$ cat src/rtl/serial_pattern_detector_if.sv
// Serial-in / match-out bundle between the upstream flip-flop stage and the pattern detector.
interface serial_pattern_detector_if #(
  parameter int CW = 8
);
  logic          D;
  logic          En;
  logic          Clear;
  logic          Valid;
  logic          Match;
  logic [CW-1:0] Count;

  modport master (output D, En, Clear, input Valid, Match, Count);
  modport slave  (input D, En, Clear, output Valid, Match, Count);
endinterface

$ cat src/rtl/serial_pattern_detector.sv
// Shifts a registered serial bit into an N-bit history and flags/counts (overlapping)
// occurrences of a fixed pattern once N real samples have been taken since reset/clear.
module serial_pattern_detector #(
  parameter int           N       = 4,
  parameter logic [N-1:0] PATTERN = 4'b1011,
  parameter int           CW      = 8
) (
  input  logic                       Clock,
  input  logic                       Resetn,
  serial_pattern_detector_if.slave   bus
);
  localparam int FW = $clog2(N + 1);
  localparam logic [FW-1:0] FILL_FULL = FW'(N);
  localparam logic [CW-1:0] COUNT_MAX = {CW{1'b1}};

  typedef enum logic {FILLING, ARMED} state_t;

  state_t        state, state_nxt;
  logic [FW-1:0] fill, fill_nxt;
  logic [N-1:0]  hist, hist_nxt;
  logic          match, match_nxt;
  logic [CW-1:0] count, count_nxt;

  // State and datapath registers
  always_ff @(posedge Clock or negedge Resetn) begin
    if (!Resetn) begin
      state <= FILLING;
      fill  <= '0;
      hist  <= '0;
      match <= 1'b0;
      count <= '0;
    end else begin
      state <= state_nxt;
      fill  <= fill_nxt;
      hist  <= hist_nxt;
      match <= match_nxt;
      count <= count_nxt;
    end
  end

  // Next-state: Clear outranks En; FILLING only advances on enabled edges
  always_comb begin
    state_nxt = state;
    fill_nxt  = fill;
    hist_nxt  = hist;
    if (bus.Clear) begin
      state_nxt = FILLING;
      fill_nxt  = '0;
      hist_nxt  = '0;
    end else if (bus.En) begin
      hist_nxt = {hist[N-2:0], bus.D};
      if (state == FILLING) begin
        fill_nxt = fill + FW'(1);
        if (fill_nxt == FILL_FULL) state_nxt = ARMED;
      end
    end
  end

  // Outputs: fill guard keeps zeroed history from ever matching an all-zero pattern
  always_comb begin
    match_nxt = bus.En && !bus.Clear && (fill_nxt == FILL_FULL) && (hist_nxt == PATTERN);
    count_nxt = count;
    if (bus.Clear)
      count_nxt = '0;
    else if (match_nxt && count != COUNT_MAX)
      count_nxt = count + CW'(1);
  end

  assign bus.Valid = (state == ARMED);
  assign bus.Match = match;
  assign bus.Count = count;

endmodule
$ cat src/flat_wrapper.sv
// flat-port wrapper written by rule: the top's interface ports become plain ports
module serial_pattern_detector_flat 
#(
  parameter int           N       = 4,
  parameter logic [N-1:0] PATTERN = 4'b1011,
  parameter int           CW      = 8
)
  (Clock, Resetn, bus_D, bus_En, bus_Clear, bus_Valid, bus_Match, bus_Count);
  serial_pattern_detector_if #(.CW(CW)) bus_i ();
  input  logic Clock;
  input  logic Resetn;
  input wire logic [$bits(bus_i.D)-1:0] bus_D;
  input wire logic [$bits(bus_i.En)-1:0] bus_En;
  input wire logic [$bits(bus_i.Clear)-1:0] bus_Clear;
  output wire logic [$bits(bus_i.Valid)-1:0] bus_Valid;
  output wire logic [$bits(bus_i.Match)-1:0] bus_Match;
  output wire logic [$bits(bus_i.Count)-1:0] bus_Count;
  assign bus_i.D = bus_D;
  assign bus_i.En = bus_En;
  assign bus_i.Clear = bus_Clear;
  assign bus_Valid = bus_i.Valid;
  assign bus_Match = bus_i.Match;
  assign bus_Count = bus_i.Count;
  serial_pattern_detector #(.N(N), .PATTERN(PATTERN), .CW(CW)) u_core (.Clock(Clock), .Resetn(Resetn), .bus(bus_i));
endmodule
$ cat config.mk
export PLATFORM = sky130hd
export DESIGN_NAME = serial_pattern_detector_flat
export DESIGN_NICKNAME = d
export VERILOG_FILES = /design/src/rtl/serial_pattern_detector_if.sv /design/src/rtl/serial_pattern_detector.sv /design/src/flat_wrapper.sv
export SDC_FILE = /design/constraint.sdc
export NUM_CORES = 1
export LEC_CHECK = 0
export BUFFER_PORTS_ARGS = -buffer_cell sky130_fd_sc_hd__buf_2
export CAP_MARGIN = 5
export CORE_MARGIN = 1
export CORE_UTILIZATION = 55
export DETAILED_ROUTE_END_ITERATION = 12
export GPL_TIMING_DRIVEN = 1
export PLACE_DENSITY = 0.8
export SLEW_MARGIN = 20
export SYNTH_ARGS = -nofsm -noshare
export SYNTH_HDL_FRONTEND = slang
export SYNTH_SLANG_ARGS = --single-unit
$ cat constraint.sdc
create_clock -name Clock -period 2.9 [get_ports Clock]
set_input_delay 0.435 -clock Clock [delete_from_list [all_inputs] [get_ports Clock]]
set_output_delay 0.435 -clock Clock [all_outputs]
set_load 0.01 [all_outputs]
==> impl_metrics.json <==
{
  "maxSlewHeadroom": 0.760,
  "drtIter0Drc": 15,
  "rsz0062_at_grt": "no",
  "synth_common_cells": "dfrtp_1, nor2_1, a21oi_1, o21ai_0, or3_1",
  "async_reset_ff_frac": 1.00,
  "num_rows": 13,
  "fin_nets": 101,
  "syn_nets": 86,
  "wire_per_inst_um": 14.3,
  "vdd_ir_drop_max_mv": 0.306,
  "ys.flop_type": "dfrtp_1",
  "endpoint_kind": "flip-flop",
  "ys_ff_latch": 16,
  "dieArea_sq_um": 1710,
  "reg2reg_slack_ns": 1.05,
  "crit_path_cell_trace": "ha_1, nand3b_1, mux2_2, nand4_4, or3_1, a21oi_1",
  "synth_top_area_frac": 0.471,
  "seq_area_frac_synth": 0.471,
  "crit_arrival_ns": 2.06,
  "pwr_density_cell_nw_per_um2": 444,
  "cp.depth": 6,
  "num_vias": 613,
  "maxSlewViolCount": 0,
  "r2r.worst_path.cells": 6,
  "min_period_over_period": 0.638,
  "postSynthAreaPerCell_sq_um": 10.9,
  "cts-htree-levels": 1,
  "cts-root-buf": "clkbuf_4",
  "ant_nets": 0,
  "routed_wirelength_mm": 1.53,
  "tns_ns": 0,
  "layout-drive-gt1-share": 0.250,
  "worst_r2r_endpoint": "u_core.bus.Count[2]",
  "clock_sinks": 16,
  "final_core_util": 0.686,
  "num_io_pins": 15,
  "crit_slowest_cell": "dfrtp_1",
  "critPathLaunchType": "flip-flop",
  "netlist_area_sq_um": 850,
  "path_buf_inv": 0,
  "skew_ns": 0.00571,
  "grt_first_pass_wirelength_mm": 2.11,
  "setup_viol": 0,
  "status": "complete, no violations",
  "clock_latency_ns": 0.29,
  "yosysMostFrequentCell": "dfrtp_1",
  "post-cts-setup-buffers": 0,
  "r2r-start": "u_core.fill[0]",
  "grt.overflow.total": 0,
  "place_ws_ns": 0.883,
  "slowest_delay_ns": 0.44,
  "yosysUniqueCellTypes": 27,
  "synth_area_leaders": "dfrtp_1, mux2i_1, ha_1",
  "synthCells": 78,
  "synth_edf_count": 0,
  "tightestPinTransition_ns": 0.360,
  "cts_tree": "built",
  "hold_viol": 0,
  "antenna_found_initial": 0,
  "die_w_um": 41.3,
  "n_antenna_cell": 0,
  "synth_top_area_cell": "dfrtp_1",
  "core_sq_um": 1370,
  "cts_buffers": 3,
  "cts.path.max_buffers": 2,
  "crit_start": "u_core.fill[0]",
  "drv_cap": 0,
  "drc": 0,
  "ys_warn_count": 0,
  "syn_to_final_growth_pct": 10.3,
  "max_freq_mhz": 540,
  "criticalPathCategory": "flip-flop to flip-flop",
  "drt-pass1-iter-count": 4,
  "cp_top_family": "simple AND/OR/NAND/NOR gates",
  "port_buffers": 14,
  "via_per_inst": 5.73,
  "gp_congestion": 0.738,
  "path_max_fanout": 14,
  "initial_utilization": 0.622,
  "cts_hold_buf": 0,
  "die_h_um": 41.3,
  "grt_use_total": 0.197,
  "cts.clk_slew.worst_paths_ns": 0.10,
  "setup_slack_ns": 1.05,
  "grt_start_max_net_pins": 18,
  "p_leak_nw": 0.476,
  "grt_pass1_vias": 491,
  "min_path_type": "input pin to async pin",
  "min_period_ns": 1.85,
  "cts_resized": 0,
  "crit_required_ns": 3.11
}
## registers in the layout (all words and copies together) (netlist names)
register,cells
u_core.bus.Match,1
u_core.bus.Valid,1
u_core.hist,3
u_core.bus.Count,8
u_core.fill,3
## worst max path at each step
stage | to | slack [ns]
floorplan | u_core.bus.Count[3] | 1.09
global placement | u_core.bus.Count[5] | 0.93
detailed placement | u_core.bus.Count[7] | 0.88
CTS | u_core.bus.Count[2] | 1.05
global route | u_core.bus.Count[5] | 0.95
finish | u_core.bus.Count[2] | 1.05
## cells in the final DEF, fill, tap and decap left out, types with 2 or more instances in the layout
| master | count |
|---|---|
| a21oi_1 | 6 |
| and3_1 | 2 |
| buf_2 | 14 |
| clkbuf_4 | 3 |
| dfrtp_1 | 16 |
| ha_1 | 3 |
| mux2i_1 | 4 |
| nand2_1 | 2 |
| nand3_1 | 3 |
| nor2_1 | 9 |
| o21ai_0 | 6 |
| or3_1 | 6 |
| xor2_1 | 3 |
## metal layers
| metal | global-route usage | up-vias | part of all wire |
|---|---|---|---|
| met5 | 0 | - | 0 |
| met4 | 0.0726 | 0 | 0.012 |
| met3 | 0.0479 | 4 | 0.037 |
| met2 | 0.316 | 15 | 0.46 |
| met1 | 0.257 | 293 | 0.49 |
| li1 | - | 301 | - |
## layout make-up
type                    instances  area, sq um
well taps                      15         18.8
fillers                       114          429
flip-flops and latches         16          400
repair buffers                 14         70.1
inverters                       1         3.75
multi-input cells              57          408
clock buffers                   4         36.3
## power breakdown
| part | internal (mW) | switching, mW | total (mW) | leakage [nW] |
|---|---|---|---|---|
| clock | 0.0764 | 0.0743 | 0.151 | 0.0210 |
| combinational | 0.0136 | 0.0190 | 0.0325 | 0.234 |
| sequential | 0.227 | 0.00528 | 0.233 | 0.221 |
## metrics by stage
step                      total power [mW]  cells  cell area (sq um)  hold slack (ns)
after CTS                            0.417    107                937           0.0439
after detailed placement             0.270    103                901            0.364
after global placement               0.269    103                901            0.358
after global routing                 0.428    107                937           0.0600
final                                0.416    107                937           0.0370
after floorplan                      0.261     78                850            0.139
## logic make-up (layout without fill, tap and decap cells)
family | count (synthesis) | count (layout) | share of synthesized area
compound gates | 13 | 13 | 0.0781
flops | 16 | 16 | 0.471
xor+xnor | 4 | 4 | 0.0412
mux | 6 | 6 | 0.0869
simple gates | 31 | 31 | 0.230
buf+inv | 5 | 19 | 0.0486
fa+ha+maj | 3 | 3 | 0.0442
No activity file was read; power rests on OpenSTA's default activity.
